<file path="src/rtl/lut5_arb_pkg.sv">
// Shared constants and FSM state type for the LUT5 evaluation arbiter.
package lut5_arb_pkg;
  localparam int unsigned NUM_REQ = 4;
  localparam int unsigned IDX_W   = 5;
  localparam int unsigned TABLE_W = 32;
  localparam int unsigned CNT_W   = 8;
  localparam int unsigned ID_W    = 2;

  typedef enum logic {
    UNCFG = 1'b0,
    RUN   = 1'b1
  } arb_state_e;
endpackage

</file>
<file path="src/rtl/lut5_arbiter_if.sv">
// Config, request and response handshake bundle for lut5_arbiter.
interface lut5_arbiter_if;
  import lut5_arb_pkg::*;

  logic                     cfg_valid;
  logic [TABLE_W-1:0]       cfg_data;
  logic                     cfg_ready;
  logic [NUM_REQ-1:0]       req_valid;
  logic [NUM_REQ*IDX_W-1:0] req_data;
  logic [NUM_REQ-1:0]       req_ready;
  logic                     rsp_valid;
  logic [ID_W-1:0]          rsp_id;
  logic                     rsp_bit;
  logic                     rsp_ready;
  logic [CNT_W-1:0]         eval_count;

  modport master (
    output cfg_valid, cfg_data, req_valid, req_data, rsp_ready,
    input  cfg_ready, req_ready, rsp_valid, rsp_id, rsp_bit, eval_count
  );

  modport slave (
    input  cfg_valid, cfg_data, req_valid, req_data, rsp_ready,
    output cfg_ready, req_ready, rsp_valid, rsp_id, rsp_bit, eval_count
  );
endinterface

</file>
<file path="src/rtl/rr_arbiter4.sv">
// Combinational 4-way round-robin grant; search starts one past last_grant.
module rr_arbiter4
  import lut5_arb_pkg::*;
(
  input  logic [NUM_REQ-1:0] req,
  input  logic [ID_W-1:0]    last_grant,
  input  logic               enable,
  output logic [NUM_REQ-1:0] gnt
);

  // First asserted request at offsets 1..4 from last_grant wins (offset 4 wraps to last_grant).
  always_comb begin
    logic [ID_W-1:0] cand;
    logic            found;
    gnt   = '0;
    cand  = '0;
    found = 1'b0;
    for (int unsigned i = 1; i <= NUM_REQ; i++) begin
      cand = last_grant + ID_W'(i);
      if (enable && !found && req[cand]) begin
        gnt[cand] = 1'b1;
        found     = 1'b1;
      end
    end
  end

endmodule

</file>
<file path="src/rtl/lut5_arbiter.sv">
// Arbitrates 4 requesters onto a shared 5-input truth-table lookup with a one-entry result slot.
module lut5_arbiter #(
  parameter int unsigned NUM_REQ = 4,
  parameter int unsigned TABLE_W = 32
) (
  input  logic           CLK,
  input  logic           RESET,
  lut5_arbiter_if.slave  bus
);
  import lut5_arb_pkg::*;

  arb_state_e          state_q;
  logic [TABLE_W-1:0]  table_q;
  logic                rsp_valid_q;
  logic [ID_W-1:0]     rsp_id_q;
  logic                rsp_bit_q;
  logic [CNT_W-1:0]    cnt_q;
  logic [ID_W-1:0]     last_grant_q;

  logic                slot_free;
  logic                cfg_ready;
  logic                cfg_fire;
  logic                grant_en;
  logic                accept;
  logic [NUM_REQ-1:0]  gnt;
  logic [ID_W-1:0]     gnt_id;
  logic [IDX_W-1:0]    sel_idx;

  // Handshake qualifiers; a table load takes priority over a grant in the same cycle.
  always_comb begin
    slot_free = !rsp_valid_q || bus.rsp_ready;
    cfg_ready = !RESET && ((state_q == UNCFG) || slot_free);
    cfg_fire  = bus.cfg_valid && cfg_ready;
    grant_en  = !RESET && (state_q == RUN) && !cfg_fire && slot_free;
  end

  rr_arbiter4 u_rr (
    .req        (bus.req_valid),
    .last_grant (last_grant_q),
    .enable     (grant_en),
    .gnt        (gnt)
  );

  // Encode the one-hot grant and select the granted requester's table index.
  always_comb begin
    gnt_id = '0;
    for (int unsigned i = 0; i < NUM_REQ; i++) begin
      if (gnt[i]) gnt_id = ID_W'(i);
    end
    accept  = |gnt;
    sel_idx = bus.req_data[gnt_id*IDX_W +: IDX_W];
  end

  // Drive interface outputs from combinational grant and registered slot state.
  always_comb begin
    bus.cfg_ready  = cfg_ready;
    bus.req_ready  = gnt;
    bus.rsp_valid  = rsp_valid_q;
    bus.rsp_id     = rsp_id_q;
    bus.rsp_bit    = rsp_bit_q;
    bus.eval_count = cnt_q;
  end

  // FSM, table register, result slot, acceptance counter and round-robin pointer.
  always_ff @(posedge CLK) begin
    if (RESET) begin
      state_q      <= UNCFG;
      table_q      <= '0;
      rsp_valid_q  <= 1'b0;
      rsp_id_q     <= '0;
      rsp_bit_q    <= 1'b0;
      cnt_q        <= '0;
      last_grant_q <= '1;
    end else begin
      if (cfg_fire) begin
        table_q <= bus.cfg_data;
        state_q <= RUN;
      end
      if (accept) begin
        rsp_valid_q  <= 1'b1;
        rsp_id_q     <= gnt_id;
        rsp_bit_q    <= table_q[sel_idx];
        cnt_q        <= cnt_q + 1'b1;
        last_grant_q <= gnt_id;
      end else if (bus.rsp_ready) begin
        rsp_valid_q <= 1'b0;
      end
    end
  end

endmodule

</file>
<file path="src/flat_wrapper.sv">
// flat-port wrapper written by rule: the top's interface ports become plain ports
module lut5_arbiter_flat import lut5_arb_pkg::*;
#(
  parameter int unsigned NUM_REQ = 4,
  parameter int unsigned TABLE_W = 32
)
  (CLK, RESET, bus_cfg_valid, bus_cfg_data, bus_req_valid, bus_req_data, bus_rsp_ready, bus_cfg_ready, bus_req_ready, bus_rsp_valid, bus_rsp_id, bus_rsp_bit, bus_eval_count);
  lut5_arbiter_if bus_i ();
  input  logic CLK;
  input  logic RESET;
  input wire logic [$bits(bus_i.cfg_valid)-1:0] bus_cfg_valid;
  input wire logic [$bits(bus_i.cfg_data)-1:0] bus_cfg_data;
  input wire logic [$bits(bus_i.req_valid)-1:0] bus_req_valid;
  input wire logic [$bits(bus_i.req_data)-1:0] bus_req_data;
  input wire logic [$bits(bus_i.rsp_ready)-1:0] bus_rsp_ready;
  output wire logic [$bits(bus_i.cfg_ready)-1:0] bus_cfg_ready;
  output wire logic [$bits(bus_i.req_ready)-1:0] bus_req_ready;
  output wire logic [$bits(bus_i.rsp_valid)-1:0] bus_rsp_valid;
  output wire logic [$bits(bus_i.rsp_id)-1:0] bus_rsp_id;
  output wire logic [$bits(bus_i.rsp_bit)-1:0] bus_rsp_bit;
  output wire logic [$bits(bus_i.eval_count)-1:0] bus_eval_count;
  assign bus_i.cfg_valid = bus_cfg_valid;
  assign bus_i.cfg_data = bus_cfg_data;
  assign bus_i.req_valid = bus_req_valid;
  assign bus_i.req_data = bus_req_data;
  assign bus_i.rsp_ready = bus_rsp_ready;
  assign bus_cfg_ready = bus_i.cfg_ready;
  assign bus_req_ready = bus_i.req_ready;
  assign bus_rsp_valid = bus_i.rsp_valid;
  assign bus_rsp_id = bus_i.rsp_id;
  assign bus_rsp_bit = bus_i.rsp_bit;
  assign bus_eval_count = bus_i.eval_count;
  lut5_arbiter #(.NUM_REQ(NUM_REQ), .TABLE_W(TABLE_W)) u_core (.CLK(CLK), .RESET(RESET), .bus(bus_i));
endmodule
</file>
<file path="config.mk">
export PLATFORM = sky130hd
export DESIGN_NAME = lut5_arbiter_flat
export DESIGN_NICKNAME = d
export VERILOG_FILES = /design/src/rtl/lut5_arb_pkg.sv /design/src/rtl/lut5_arbiter_if.sv /design/src/rtl/rr_arbiter4.sv /design/src/rtl/lut5_arbiter.sv /design/src/flat_wrapper.sv
export SDC_FILE = /design/constraint.sdc
export NUM_CORES = 1
export LEC_CHECK = 0
export CELL_PAD_IN_SITES_DETAIL_PLACEMENT = 0
export CELL_PAD_IN_SITES_GLOBAL_PLACEMENT = 1
export CORE_ASPECT_RATIO = 1.5
export CORE_MARGIN = 2
export CORE_UTILIZATION = 29
export DETAILED_ROUTE_END_ITERATION = 16
export HOLD_SLACK_MARGIN = 0.12
export MAX_ROUTING_LAYER = met4
export PLACE_DENSITY_LB_ADDON = 0.1
export SYNTH_ARGS = -nofsm -noshare
export SYNTH_HDL_FRONTEND = slang
export SYNTH_HIERARCHICAL = 1
export SYNTH_SLANG_ARGS = --single-unit
</file>
<file path="constraint.sdc">
create_clock -name CLK -period 4.91 [get_ports CLK]
set_clock_uncertainty 0.05 [all_clocks]
set_input_delay 0.982 -clock CLK [delete_from_list [all_inputs] [get_ports CLK]]
set_output_delay 0.982 -clock CLK [all_outputs]
set_load 0.01 [all_outputs]
</file>
== Word level (Yosys, flattened, before mapping) ==
Cells that the tools add are included.
Storage, ports and cells
  bits in registers: 47
  logic and storage cells: 82
  input port bits: 60
  output and inout port bits: 17
Operators by class
  add/subtract/negate cells: 4
  bitwise gates (word level): 4
  shift-type cells: 1
  multiplexer cells: 30
  magnitude comparators: 9
  multipliers: 1
  reductions and logical operators: 26
Operators by type and width (number)
  20-bit by 6-bit indexed part select with 5-bit output: 1
  1-bit logical AND: 16
  4-bit 2-to-1 mux: 4
  1-bit 2-to-1 mux: 15
  2-bit by 3-bit less-than comparator with 1-bit output, second input constant: 4
  4-bit bitwise OR: 3
  8-bit by 1-bit adder with 8-bit output, second input constant: 1
  1-bit binary-select mux with 2-bit select: 4
  1-bit demux with 2-bit select: 4
  2-bit by 1-bit greater-or-equal comparator with 1-bit output, second input constant: 4
  1-bit logical NOT: 6
  5-bit by 6-bit less-than comparator with 1-bit output, second input constant: 1
  1-bit binary-select mux with 5-bit select: 1
  2-bit by 3-bit multiplier with 5-bit output, second input constant: 1
  2-bit adder, second input constant: 2
  2-bit 2-to-1 mux: 2
  4-bit OR reduction: 1
  2-bit by 1-bit adder with 2-bit output, second input constant: 1
  1-bit logical OR: 2
  2-bit nonzero test: 1
  1-bit inverter: 1

== Longest topological paths before layout ==
  depth after elaboration: 29
  mapped depth: 16
  mapped depth without buffers: 12

== Hierarchy ==
Netlist, hierarchy kept.
Modules (own cells, without submodules)
  lut5_arbiter: area an instance 2301.0 µm², times used 1, cells each 279, sequential area each 940.9 µm²
  rr_arbiter4: area an instance 411.6 µm², times used 1, cells each 52, sequential area each 0.0 µm²

== Least setup slack after synthesis ==
No wires, ideal clock.
  path type: input to register
  from: in RESET
  to: reg u_core.rsp_bit_q (netlist: u_core/bus.rsp_bit)
  stages on the path: 14
  arrival time: 4.010 ns
  setup time: 0.127 ns
  path buffers: 4
  path slack: 0.723 ns
  required time: 4.733 ns
  cell sequence: clkbuf_1 nor4b_1 buf_1 inv_1 a2111o_1 o221ai_2 buf_6 mux2_4 a221o_1 buf_6 mux4_2 and3_1 a211oi_1 a22oi_1
Between the ends
  cells in the longest elaborated chain, start to end: 27
  elaborated cells between the ends (all ways): 35
  classes of those cells: mul: 1; shift: 1; mux: 12; bitwise: 3; reduce/logical: 18
RTL lines
  start, declared: line flat_wrapper.sv:10  | input logic RESET;
  1-bit logical NOT (*): line lut5_arbiter.sv:32, lut5_arbiter.sv:34
  1-bit logical AND: line lut5_arbiter.sv:32  | cfg_ready = !RESET && ((state_q == UNCFG) || slot_free);
  1-bit logical AND: line lut5_arbiter.sv:33  | cfg_fire = bus.cfg_valid && cfg_ready;
  1-bit logical NOT: line lut5_arbiter.sv:34  | grant_en = !RESET && (state_q == RUN) && !cfg_fire && slot_free;
  1-bit logical AND (*) (2 in a row): line lut5_arbiter.sv:34
  via u_core.grant_en: line lut5_arbiter.sv:23  | logic grant_en;
  1-bit logical AND: line rr_arbiter4.sv:20  | if (enable && !found && req[cand]) begin
  1-bit 2-to-1 mux: line rr_arbiter4.sv:20
  (+11 left out)
  4-bit 2-to-1 mux (*): line rr_arbiter4.sv:20
  via bus_req_ready[1]: line flat_wrapper.sv:17  | output wire logic [$bits(bus_i.req_ready)-1:0] bus_req_ready;
  1-bit 2-to-1 mux: line lut5_arbiter.sv:48  | if (gnt[i]) gnt_id = ID_W'(i);
  2-bit 2-to-1 mux (2 in a row): line lut5_arbiter.sv:48
  2-bit by 3-bit multiplier with 5-bit output: line lut5_arbiter.sv:51  | sel_idx = bus.req_data[gnt_id*IDX_W +: IDX_W];
  20-bit by 6-bit indexed part select with 5-bit output: line lut5_arbiter.sv:51
  1-bit binary-select mux with 5-bit select: line lut5_arbiter.sv:82  | rsp_bit_q <= table_q[sel_idx];
  1-bit 2-to-1 mux (implied by the code): line lut5_arbiter.sv:82
  end signal, assigned: line lut5_arbiter.sv:82
  end, declared: line lut5_arbiter.sv:16  | logic rsp_bit_q;
The timed path passes the listed nets; every way through them passes the cells marked *. The select of a mux whose other input is x is not followed.
A chain may end at the register's enable or synchronous reset.

== Worst setup path in the final report ==
  from: in bus_req_valid[2]
  to: out bus_req_ready[1]
Between the ends
  cells in the longest elaborated chain, start to end: 16
  elaborated cells between the ends (all ways): 28
  classes of those cells: mux: 15; bitwise: 3; reduce/logical: 10
RTL lines
  start, declared: line flat_wrapper.sv:13  | input wire logic [$bits(bus_i.req_valid)-1:0] bus_req_valid;
  1-bit binary-select mux with 2-bit select: line rr_arbiter4.sv:20
  1-bit 2-to-1 mux (implied by the code): line rr_arbiter4.sv:20
  1-bit logical AND: line rr_arbiter4.sv:20
  1-bit 2-to-1 mux: line rr_arbiter4.sv:20
  1-bit logical NOT: line rr_arbiter4.sv:20
  1-bit logical AND (2 in a row): line rr_arbiter4.sv:20
  1-bit 2-to-1 mux: line rr_arbiter4.sv:20
  1-bit logical NOT: line rr_arbiter4.sv:20
  1-bit logical AND (2 in a row): line rr_arbiter4.sv:20
  1-bit 2-to-1 mux: line rr_arbiter4.sv:20
  1-bit logical NOT: line rr_arbiter4.sv:20
  1-bit logical AND (2 in a row): line rr_arbiter4.sv:20
  4-bit 2-to-1 mux (*): line rr_arbiter4.sv:20
  end, declared: line flat_wrapper.sv:17
Mark *: on every way between the ends. The rest lies on a longest branch, timed or not. The select of a mux whose other input is x is not followed.

==> results.json <==
{
  "gp_congestion": 0.812,
  "cp.arrival_ns": 3.54,
  "cts_setup_buffers": 0,
  "via_count": 2570,
  "drc": 0,
  "routed-wl-met3_um": 274,
  "netlist_area_mm2": 0.00271,
  "synth_top_family_by_area": "simple AND/OR/NAND/NOR gates",
  "die_w_um": 83.0,
  "fp.dieH_um": 122,
  "timing.slew.headroom": 0.242,
  "crit_fanout": 7,
  "intPower_mw": 0.716,
  "clk_transition_reported_paths_ns": 0.06,
  "core_area_mm2": 0.00920,
  "diodes": 0,
  "post_cts_resized": 0,
  "grt_pass1_wl_um": 12200,
  "drive_gt1_frac": 0.0713,
  "grt_max_degree": 49,
  "routed_wl_um": 7540,
  "yosys.area.top_type_share": 0.347,
  "hold_start": "u_core/table_q[3]",
  "synthMuxAreaShare": 0.0766,
  "cp-end-kind": "output pin",
  "rsz0062_at_grt": "no",
  "syn_nets": 399,
  "pwr_density_cell_mw_per_mm2": 257,
  "drt-wirelength-per-cell_um": 14.5,
  "max_freq_ghz": 0.219,
  "hpwl_um": 5660,
  "avgSynthCellArea_um2": 8.20,
  "cts-root-buf": "clkbuf_16",
  "grt_util_all_layers": 0.153,
  "status": "finished clean",
  "layout_commonest_cell": "nand2_1",
  "critPathKind": "in2out",
  "synthSimpleGateAreaFrac": 0.322,
  "ios": 77,
  "antenna_found_initial": 0,
  "clk_latency_ns": 0.29,
  "crit_start": "bus_req_valid[2]",
  "synth-xor-area-share": 0.0226,
  "route.met2.wl_um": 3980,
  "syn_to_final_growth_pct": 38.5,
  "setup_viol": 0,
  "synthFlopType": "dfxtp_1",
  "p_leak_nw": 1.52,
  "p_comb_frac": 0.201,
  "wl_met1_um": 3130,
  "ys_warn_count": 6,
  "async_flop_share": 0,
  "finalCoreUtilization": 0.408,
  "start_util": 0.295,
  "fin_tns_setup_ns": 0,
  "synth-edff-count": 0,
  "fin_nets": 474,
  "hold_violations": 0,
  "ys_seq_elements": 47,
  "cts_made_buffers": 5,
  "r2r_start": "u_core/last_grant_q[1]",
  "drtAntennaViolNets": 0,
  "h-tree-depth": 2,
  "ys_seq_area_frac": 0.347,
  "synth_compound_area_frac": 0.140,
  "top_layer": "met4",
  "switching_share": 0.259,
  "p_seq_frac": 0.436,
  "rows": 43,
  "synth.area.top_cells": "dfxtp_1 (35%), nand2_1 (11%), nand3b_1 (8.6%), mux2i_1 (4.1%), ha_1 (3.7%)",
  "maxCapViolations": 0,
  "cts.sinks": 47,
  "synthAdderAreaFrac": 0.0369,
  "peakVddDrop_v": 0.000166,
  "vias_per_cell": 4.95,
  "fillCellCount": 955,
  "yosysTopAreaCell": "dfxtp_1",
  "placement.io_buffers": 76,
  "ctsHoldBuffers": 0,
  "drtIter0Drc": 73,
  "yosysUniqueCellTypes": 49,
  "grt_pass1_vias": 2603,
  "slew_violations": 0,
  "min-delay-path-class": "reg2reg",
  "worst_pin_slew_ns": 1.14,
  "p_sw_mw": 0.250,
  "start_kind": "input pin",
  "final_cell_mix": "nand2_1 (77), clkdlybuf4s50_1 (76), dfxtp_1 (47), nand3b_1 (31), nor2_1 (25)",
  "clkPwrFrac": 0.363,
  "crit_required_ns": 3.88,
  "fin_crit_sh": 0.931,
  "clk_path_buf_depth": 2,
  "layout_min_cycle_time_ns": 4.57,
  "dr.pass1.iters": 6,
  "cts_tree": "yes",
  "dieArea_mm2": 0.0102,
  "netlist_instances": 331,
  "overflow": 0
}
## cell type report
cell class | instances | area, um2 | share of cell area
clock buffer | 6 | 139 | 0.0370
clock inverter | 2 | 13.8 | 0.00366
inverter | 13 | 48.8 | 0.0130
multi-input combinational | 251 | 1620 | 0.432
sequential | 47 | 941 | 0.250
tap | 112 | 140 | 0.0373
timing repair buffer | 88 | 851 | 0.227
## state kept, by name, indices dropped and copies added, names as in the netlist
signal                 flops
u_core/state_q             1
u_core/bus.rsp_valid       1
u_core/table_q            32
u_core/bus.rsp_bit         1
u_core/last_grant_q        2
u_core/bus.eval_count      8
u_core/bus.rsp_id          2
## cells in the mapped netlist (2+ instances only)
library cell,number
nand3b_1,31
nand4b_1,2
mux4_2,3
nand2b_1,2
dfxtp_1,47
a31oi_1,3
a221oi_1,2
xor2_1,5
o21ai_0,7
o221ai_1,3
nor2b_1,4
nand4_1,4
o31ai_1,5
mux2i_1,11
nor2_1,25
buf_6,3
ha_1,8
clkbuf_1,14
xnor2_1,2
and2_0,4
mux2_4,2
a21oi_1,8
inv_1,13
buf_2,2
a22oi_1,4
and3b_1,2
a2111o_1,3
a211oi_1,5
nand2_1,77
and3_1,3
nor3b_1,6
and2_1,2
nand3_1,3
## metrics by stage
stage               total power [mW]  setup WS [ns]  cells  instance area (um2)  hold WS (ns)
CTS                            0.981          0.324    519                 3760         0.428
floorplan                      0.532          0.723    331                 2710         0.396
detailed placement             0.624          0.143    511                 3600         0.414
finish                         0.965          0.337    519                 3760         0.427
global route                    1.01          0.199    519                 3760         0.441
global placement               0.625          0.251    511                 3600         0.415
## per-layer routing
metal	track usage	vias up
li1	-	1305
met1	0.160	1182
met2	0.283	71
met3	0.0276	12
met4	0.0594	0
met5	-	-
## power groups by stage
stage | logic [mW] | clock network, mW | registers (mW)
finish | 0.194 | 0.351 | 0.421
global route | 0.216 | 0.376 | 0.423
CTS | 0.196 | 0.364 | 0.421
detailed placement | 0.195 | 0 | 0.430
global placement | 0.194 | 0 | 0.430
floorplan | 0.105 | 0 | 0.427
## path summary, 6_finish.rpt
check                           depth (start not counted)  slack [ns]                  to
worst max register to register                         13        1.00  u_core/bus.rsp_bit
worst min register to register                          2        0.43   u_core/table_q[3]
worst min-delay path                                    2        0.43   u_core/table_q[3]
worst max-delay path                                    7        0.34    bus_req_ready[1]
## worst max-delay path, cell delays in order
cell             delay, ns
clkdlybuf4s50_1       0.57
or3b_1                0.37
a2111o_1              0.41
and3_4                0.20
o221ai_2              0.29
buf_4                 0.18
clkdlybuf4s50_1       0.53
## logic make-up (layout without fill, tap and decap cells)
group                    Yosys count  after routing
AND/OR/NAND/NOR                  170            170
buffers and inverters             33            109
AO/OA/AOI/OAI                     50             50
XOR/XNOR                           7              7
multiplexers                      16             16
flip-flops                        47             47
adder cells (fa/ha/maj)            8              8
Power figures use the tool's default switching activity.
